File: config.mk
export PLATFORM = sky130hd
export DESIGN_NAME = nf_10g_if_stats
export DESIGN_NICKNAME = d
export VERILOG_FILES = /design/src/rtl/nf_10g_if_stats_pkg.sv /design/src/rtl/nf_10g_if_pkt_counter.sv /design/src/rtl/nf_10g_if_stats.sv
export SDC_FILE = /design/constraint.sdc
export NUM_CORES = 1
export LEC_CHECK = 0
export CAP_MARGIN = 40
export CORE_MARGIN = 2
export CORE_UTILIZATION = 35
export CTS_CLUSTER_SIZE = 16
export DETAILED_ROUTE_END_ITERATION = 16
export PLACE_DENSITY = 0.68
export SETUP_SLACK_MARGIN = 0.1
export SYNTH_ARGS = -nofsm -noshare
export SYNTH_HDL_FRONTEND = slang
export SYNTH_SLANG_ARGS = --single-unit
File: constraint.sdc
create_clock -name clk -period 4.1 [get_ports clk]
set_clock_uncertainty 0.15 [all_clocks]
set_input_delay 0.41 -clock clk [delete_from_list [all_inputs] [get_ports clk]]
set_output_delay 0.41 -clock clk [all_outputs]
set_load 0.005 [all_outputs]
File: src/rtl/nf_10g_if_stats_pkg.sv
// rtl/nf_10g_if_stats_pkg.sv - shared encodings and constants for the 10G interface statistics stage
package nf_10g_if_stats_pkg;

  typedef enum logic {
    ST_IDLE   = 1'b0,
    ST_IN_PKT = 1'b1
  } pkt_state_t;

  localparam int DBG_RX_WRAP   = 0;
  localparam int DBG_TX_WRAP   = 1;
  localparam int DBG_RX_IN_PKT = 2;
  localparam int DBG_TX_IN_PKT = 3;

  localparam logic [31:0] FLIP_RESET = 32'hFFFF_FFFF;

  function automatic logic [31:0] pack_status(
    input logic rx_wrap,
    input logic tx_wrap,
    input logic rx_in_pkt,
    input logic tx_in_pkt
  );
    logic [31:0] s;
    s = '0;
    s[DBG_RX_WRAP]   = rx_wrap;
    s[DBG_TX_WRAP]   = tx_wrap;
    s[DBG_RX_IN_PKT] = rx_in_pkt;
    s[DBG_TX_IN_PKT] = tx_in_pkt;
    return s;
  endfunction

endpackage

File: src/rtl/nf_10g_if_pkt_counter.sv
// rtl/nf_10g_if_pkt_counter.sv - per-direction packet FSM, clearable counter and sticky wrap flag (NF_10G_IF_STATS_SATURATE_EN selects saturation)
module nf_10g_if_pkt_counter
  import nf_10g_if_stats_pkg::*;
#(
  parameter int C_COUNTER_WIDTH = 32
) (
  input  logic                       clk,
  input  logic                       resetn,
  input  logic                       tvalid,
  input  logic                       tready,
  input  logic                       tlast,
  input  logic                       clear,
  input  logic                       wrap_clear,
  output logic [C_COUNTER_WIDTH-1:0] count,
  output logic                       in_pkt,
  output logic                       wrap
);

  localparam logic [C_COUNTER_WIDTH-1:0] ONE = C_COUNTER_WIDTH'(1);

  pkt_state_t state;
  logic       beat;
  logic       inc;
  logic       at_max;
  logic       wrap_set;

  assign beat     = tvalid & tready;
  assign inc      = beat & tlast;
  assign at_max   = &count;
  // A clear in the same cycle restarts the count, so it can never overflow.
  assign wrap_set = inc & ~clear & at_max;
  assign in_pkt   = (state == ST_IN_PKT);

  always_ff @(posedge clk) begin
    if (!resetn) begin
      state <= ST_IDLE;
      count <= '0;
      wrap  <= 1'b0;
    end else begin
      case (state)
        ST_IDLE:   if (beat && !tlast) state <= ST_IN_PKT;
        ST_IN_PKT: if (beat && tlast)  state <= ST_IDLE;
        default:   state <= ST_IDLE;
      endcase

      if (clear) begin
        count <= inc ? ONE : '0;
      end else if (inc) begin
        if (!at_max) count <= count + ONE;
`ifdef NF_10G_IF_STATS_SATURATE_EN
        else count <= count;
`else
        else count <= '0;
`endif
      end

      if (wrap_set) wrap <= 1'b1;
      else if (wrap_clear) wrap <= 1'b0;
    end
  end

endmodule

File: src/rtl/nf_10g_if_stats.sv
// rtl/nf_10g_if_stats.sv - RX/TX packet counters, flip loopback and status word (NF_10G_IF_STATS_SATURATE_EN selects saturating counters)
module nf_10g_if_stats
  import nf_10g_if_stats_pkg::*;
#(
  parameter int C_S_AXIS_DATA_WIDTH = 64,
  parameter int C_COUNTER_WIDTH     = 32
) (
  input  logic                       clk,
  input  logic                       resetn,
  input  logic                       rx_tvalid,
  input  logic                       rx_tready,
  input  logic                       rx_tlast,
  input  logic                       tx_tvalid,
  input  logic                       tx_tready,
  input  logic                       tx_tlast,
  input  logic                       counterin_reg_clear,
  input  logic                       counterout_reg_clear,
  input  logic [31:0]                cpu2ip_flip_reg,
  input  logic [31:0]                cpu2ip_debug_reg,
  output logic [C_COUNTER_WIDTH-1:0] counterin_reg,
  output logic [C_COUNTER_WIDTH-1:0] counterout_reg,
  output logic [31:0]                ip2cpu_flip_reg,
  output logic [31:0]                ip2cpu_debug_reg
);

  // Only the handshake is snooped; the keep width is kept for interface parity.
  localparam int KEEP_W = C_S_AXIS_DATA_WIDTH / 8;

  logic [KEEP_W-1:0] unused_keep;
  logic              unused_debug;
  logic              dbg0_q;
  logic              wrap_clear;
  logic              rx_in_pkt;
  logic              tx_in_pkt;
  logic              rx_wrap;
  logic              tx_wrap;

  assign unused_keep  = '0;
  assign unused_debug = ^cpu2ip_debug_reg[31:1];
  assign wrap_clear   = cpu2ip_debug_reg[0] & ~dbg0_q;

  always_ff @(posedge clk) begin
    if (!resetn) begin
      ip2cpu_flip_reg <= FLIP_RESET;
      dbg0_q          <= 1'b0;
    end else begin
      ip2cpu_flip_reg <= ~cpu2ip_flip_reg;
      dbg0_q          <= cpu2ip_debug_reg[0];
    end
  end

  nf_10g_if_pkt_counter #(
    .C_COUNTER_WIDTH(C_COUNTER_WIDTH)
  ) u_rx_counter (
    .clk        (clk),
    .resetn     (resetn),
    .tvalid     (rx_tvalid),
    .tready     (rx_tready),
    .tlast      (rx_tlast),
    .clear      (counterin_reg_clear),
    .wrap_clear (wrap_clear),
    .count      (counterin_reg),
    .in_pkt     (rx_in_pkt),
    .wrap       (rx_wrap)
  );

  nf_10g_if_pkt_counter #(
    .C_COUNTER_WIDTH(C_COUNTER_WIDTH)
  ) u_tx_counter (
    .clk        (clk),
    .resetn     (resetn),
    .tvalid     (tx_tvalid),
    .tready     (tx_tready),
    .tlast      (tx_tlast),
    .clear      (counterout_reg_clear),
    .wrap_clear (wrap_clear),
    .count      (counterout_reg),
    .in_pkt     (tx_in_pkt),
    .wrap       (tx_wrap)
  );

  assign ip2cpu_debug_reg = pack_status(rx_wrap, tx_wrap, rx_in_pkt, tx_in_pkt);

endmodule

* Yosys cells after proc, flatten, opt, wreduce, memory -nomap -nowiden
Index checks and enable logic that the tools add are counted.
Cells by class: div/mod/pow operators 0, bitwise logic cells 15, shift operators 0, $add $sub $neg 2, reductions and logical operators 12, multiply operators 0, muxes and demuxes 17, eq/ne operators 0, order comparisons 0
Operators with widths (count):
- two-way mux 32 bit | 6
- adder 32 x 1 -> 32 bit (second input constant) | 2
- AND reduction 32 bit | 2
- inverter 32 bit | 1
- AND 1 bit | 9
- two-way mux 1 bit | 9
- nonzero test 2 bit | 4
- inverter 1 bit | 5
- logical AND 1 bit | 4
- case mux 1 bit (2 select lines) | 2
- logical NOT 1 bit | 2
Word-level totals: word-level logic and storage cells 54, RAM bits 0, memories 0, flip-flop bits (word level) 101, latch bits 0, ROM bits 0, input bits 74

* Longest topological paths before layout
depth in word-level cells 5, mapped depth 8

* By module
Synthesis repeated with hierarchy kept, for this count alone.
Unflattened totals: cells, all modules 558, area, all modules 4850.9 µm²
Modules (own cells, without submodules):
- nf_10g_if_pkt_counter | sequential area each 680.7 µm², cells each 227, instances 2, area an instance 1871.8 µm²
- nf_10g_if_stats | sequential area each 660.6 µm², cells each 104, instances 1, area an instance 1107.3 µm²

* Worst setup path before layout
No wires, ideal clock.
path type reg2reg, from register u_rx_counter.count[1], to register u_rx_counter.count[23], arrival time 1830 ps, stages on the path, launching flop included 7, setup time 120 ps, slack 2000 ps, period minus slack after synthesis 2100 ps, buffers on the path 0, data required time 3830 ps, path through dfxtp_1 -> ha_1 -> nand4_1 -> nor3_2 -> nand3_2 -> and4_1 -> a211o_1
Between the ends: longest elaborated chain between the ends 4
Ends and longest elaborated chain:
- start, declared | RTL line nf_10g_if_pkt_counter.sv:14 | output logic [C_COUNTER_WIDTH-1:0] count,
- start signal, assigned | RTL line nf_10g_if_pkt_counter.sv:47 | count <= inc ? ONE : '0;
- start signal, assigned | RTL line nf_10g_if_pkt_counter.sv:49 | if (!at_max) count <= count + ONE;
- adder 32 x 1 -> 32 bit / AND reduction 32 bit (equally long branches) | RTL line nf_10g_if_pkt_counter.sv:49, nf_10g_if_pkt_counter.sv:29
- two-way mux 32 bit (*) | RTL line nf_10g_if_pkt_counter.sv:49
- two-way mux 32 bit (*) | RTL line nf_10g_if_pkt_counter.sv:48 | end else if (inc) begin
- two-way mux 32 bit (*) | RTL line nf_10g_if_pkt_counter.sv:46 | if (clear) begin
Mark *: on every way between the ends. The rest lies on a longest branch, timed or not. The select of a mux whose other input is x is not followed. A chain may end at the register's enable or synchronous reset.

* Worst setup path after layout
from register u_rx_counter.count[1], to register u_rx_counter.count[26]
The elaborated chain is that of the path after synthesis.

==> results by group <==
Outcome
  – Run status: complete, no violations

Detailed routing
  – Drt first pass iters: 5
  – Post-Route WL: 13.2 mm
  – DR WL/cell: 15.1 um
  – Post-route ant nets: 0
  – Number of vias per cell: 5.39
  – Vias post-DR: 4,720
  – Initial DRC Count: 381
  – DRC viols: 0

Setup path
  – Data required, critical path: 4.16 ns
  – Max incr delay on CP: 0.56 ns
  – Type of origin of the critical path: flip-flop
  – Cell chain of the critical path: ha_1, nand4_1, nor3_2, nand3_2, nand2_1, o311ai_0
  – Worst setup path category: flip-flop to flip-flop
  – Setup crit end kind: flip-flop
  – Critical Path Slowest Stage Cell: nand2_1
  – Largest fanout on the critical path: 19
  – Crit path DAT: 3.10 ns

Timing
  – Setup TNS: 0 ns
  – Period utilisation layout: 0.742
  – Finish-stage setup viols: 0
  – Slew @ Worst Pin: 0.580 ns
  – Hold Fails Final Rpt: 0
  – Rel. slew slack: 0.610
  – Final Slew Violations: 0
  – RSZ-0062 raised after global routing: no
  – Max Clk Rate: 329 MHz
  – Min Tclk post-route: 3.04 ns

Power
  – Pwr Density: 308 mW/mm2
  – LEAKAGE: 2.33 nW
  – VDD IR max: 0.202 mV

Synth
  – Post-Syn Area per Cell: 8.42 um2
  – Seq/Total Area, Yosys: 0.426
  – Post-synth top area cell: dfxtp_1
  – Synthesized cell area: 0.00474 mm2
  – Asr flop ratio synth: 0
  – #FFs+latches synth: 101
  – Yosys Warn Count: 0
  – Largest cells by area after synthesis: dfxtp_1 (43%), nand2_1 (6.9%), nand3_1 (6.2%)
  – Main synth FF type: dfxtp_1
  – Post-synth top area share: 0.426
  – Cells after synthesis: 563
  – Number of synthesized flops with an enable pin: 0
  – Yosys cell types: 50

Die
  – Core Area: 0.0132 mm2
  – # IOs: 202
  – Die Area: 0.0145 mm2
  – Die X: 120 um
  – FP Rows: 42
  – Initial Util: 0.358
  – Chip Height: 120 um

Clock network
  – # hold bufs at CTS: 0
  – Clk Latency, worst-skew pair: 0.35 ns
  – Setup Buffers After CTS: 0
  – CTS tree: built
  – Clock Sinks: 101
  – CTS Buf Count: 9
  – H-tree level count: 3
  – Root Driver: clkbuf_16
  – Clk buf depth: 2
  – CTS clk-pin slew, worst paths: 0.07 ns
  – CTS resizes: 0

Final layout
  – Most common cell after layout, fill and taps aside: clkdlybuf4s50_1
  – Most frequent cells in the layout: clkdlybuf4s50_1 (142), dfxtp_1 (101), nand2_1 (87)
  – Layout cells sized above 1: 0.0515
  – Nets: 770
  – Area grow syn2layout: 36.8%
  – Diodes inserted: 0
  – Finished Core Util: 0.490

GRT
  – Largest net degree at the start of global routing: 33
  – Global route overflow: 0
  – GR Util All Layers: 0.180
  – Initial antenna violation count: 0
  – Vias in the first global route: 4,309
  – First-pass GRT wire length: 21.3 mm

Worst hold path
  – Worst hold path class: flip-flop to flip-flop

Flow run
  – Max-cap violations: 0

Placed design
  – Port-buffer cells: 142
  – Half-perimeter wire length after placement: 9.65 mm
  – Final GP Congestion: 0.843
[layer usage]
layer  track usage  vias up  part of all wire
met5             0        -                 0
met4        0.0567        0             0.015
met3        0.0486       15             0.080
met2         0.291      189              0.48
met1         0.233     2245              0.43
li1              -     2271                 -
[path summary, 6_finish.rpt]
path / startpoint / to / slack [ns] / depth (start not counted)
setup / recovery: u_rx_counter.count[1] / u_rx_counter.count[26] / 1.06 / 6
hold / removal: flip-flop / flip-flop / 0.36 / 2
setup reg to reg: u_rx_counter.count[1] / u_rx_counter.count[26] / 1.06 / 6
hold reg to reg: flip-flop / flip-flop / 0.36 / 2
[report_power, final]
group          total [mW]  internal (mW)  switching [mW]
logic               0.137         0.0782          0.0586
registers            1.01           1.00         0.00660
clock network       0.854          0.477           0.377
[stage by stage]
stage	cells	area (um2)	hold slack, ns	power [mW]	setup slack, ns
6_report	875	6480	0.362	2.00	1.06
5_1_grt	875	6480	0.378	2.07	0.800
4_1_cts	875	6480	0.370	2.02	1.13
3_5_place_dp	859	6190	0.362	1.17	1.05
3_3_place_gp	859	6190	0.355	1.16	1.10
2_1_floorplan	590	4840	0.322	1.09	2.00
[Yosys cell counts (3+ instances only)]
| cell type | instances |
|---|---|
| dfxtp_1 | 101 |
| nand2_1 | 87 |
| nand3_1 | 59 |
| nand4_1 | 37 |
| buf_4 | 32 |
| nor2_1 | 21 |
| and3_1 | 17 |
| clkbuf_1 | 17 |
| or3_1 | 17 |
| o21ai_0 | 15 |
| nor3_1 | 14 |
| inv_1 | 12 |
| a31oi_1 | 11 |
| and4_1 | 11 |
| a211o_1 | 9 |
| a21oi_1 | 7 |
| o31ai_1 | 7 |
| and2_1 | 6 |
| buf_2 | 6 |
| nand2b_1 | 6 |
| o211ai_1 | 6 |
| xor2_1 | 5 |
| a32oi_1 | 4 |
| nand3_2 | 4 |
| o22ai_1 | 4 |
| xnor2_1 | 4 |
| mux2i_1 | 3 |
| nor2b_1 | 3 |
| nor3_2 | 3 |
| nor4_1 | 3 |
| nor4_2 | 3 |
| o311ai_1 | 3 |
| or4_1 | 3 |
[kinds of logic after synthesis]
family / count (synthesis) / synth area share
other: 1 / 0.000791
and+or+nand+nor: 304 / 0.353
AOI/OAI and AO/OA: 75 / 0.110
muxes: 3 / 0.00633
buffers and inverters: 68 / 0.0823
DFF: 101 / 0.426
xor gates and xnor gates: 9 / 0.0166
adders and majority gates: 2 / 0.00528
[layout make-up]
type	instances	area (um2)
Clock buffer	11	233
Clock inverter	5	60.1
Fill cell	1289	6760
Inverter	12	45.0
Multi-Input combinational cell	421	2430
Sequential cell	101	2020
Tap cell	176	220
Timing Repair Buffer	149	1470
[critical path: cells and delay by family, from the launching register on]
kind,cells,cell delay (ns)
AO/OA/AOI/OAI,1,0.20
adder cells (fa/ha/maj),1,0.28
flip-flops,1,0.50
AND/OR/NAND/NOR,4,1.77
(Power assumes the default switching activity.)
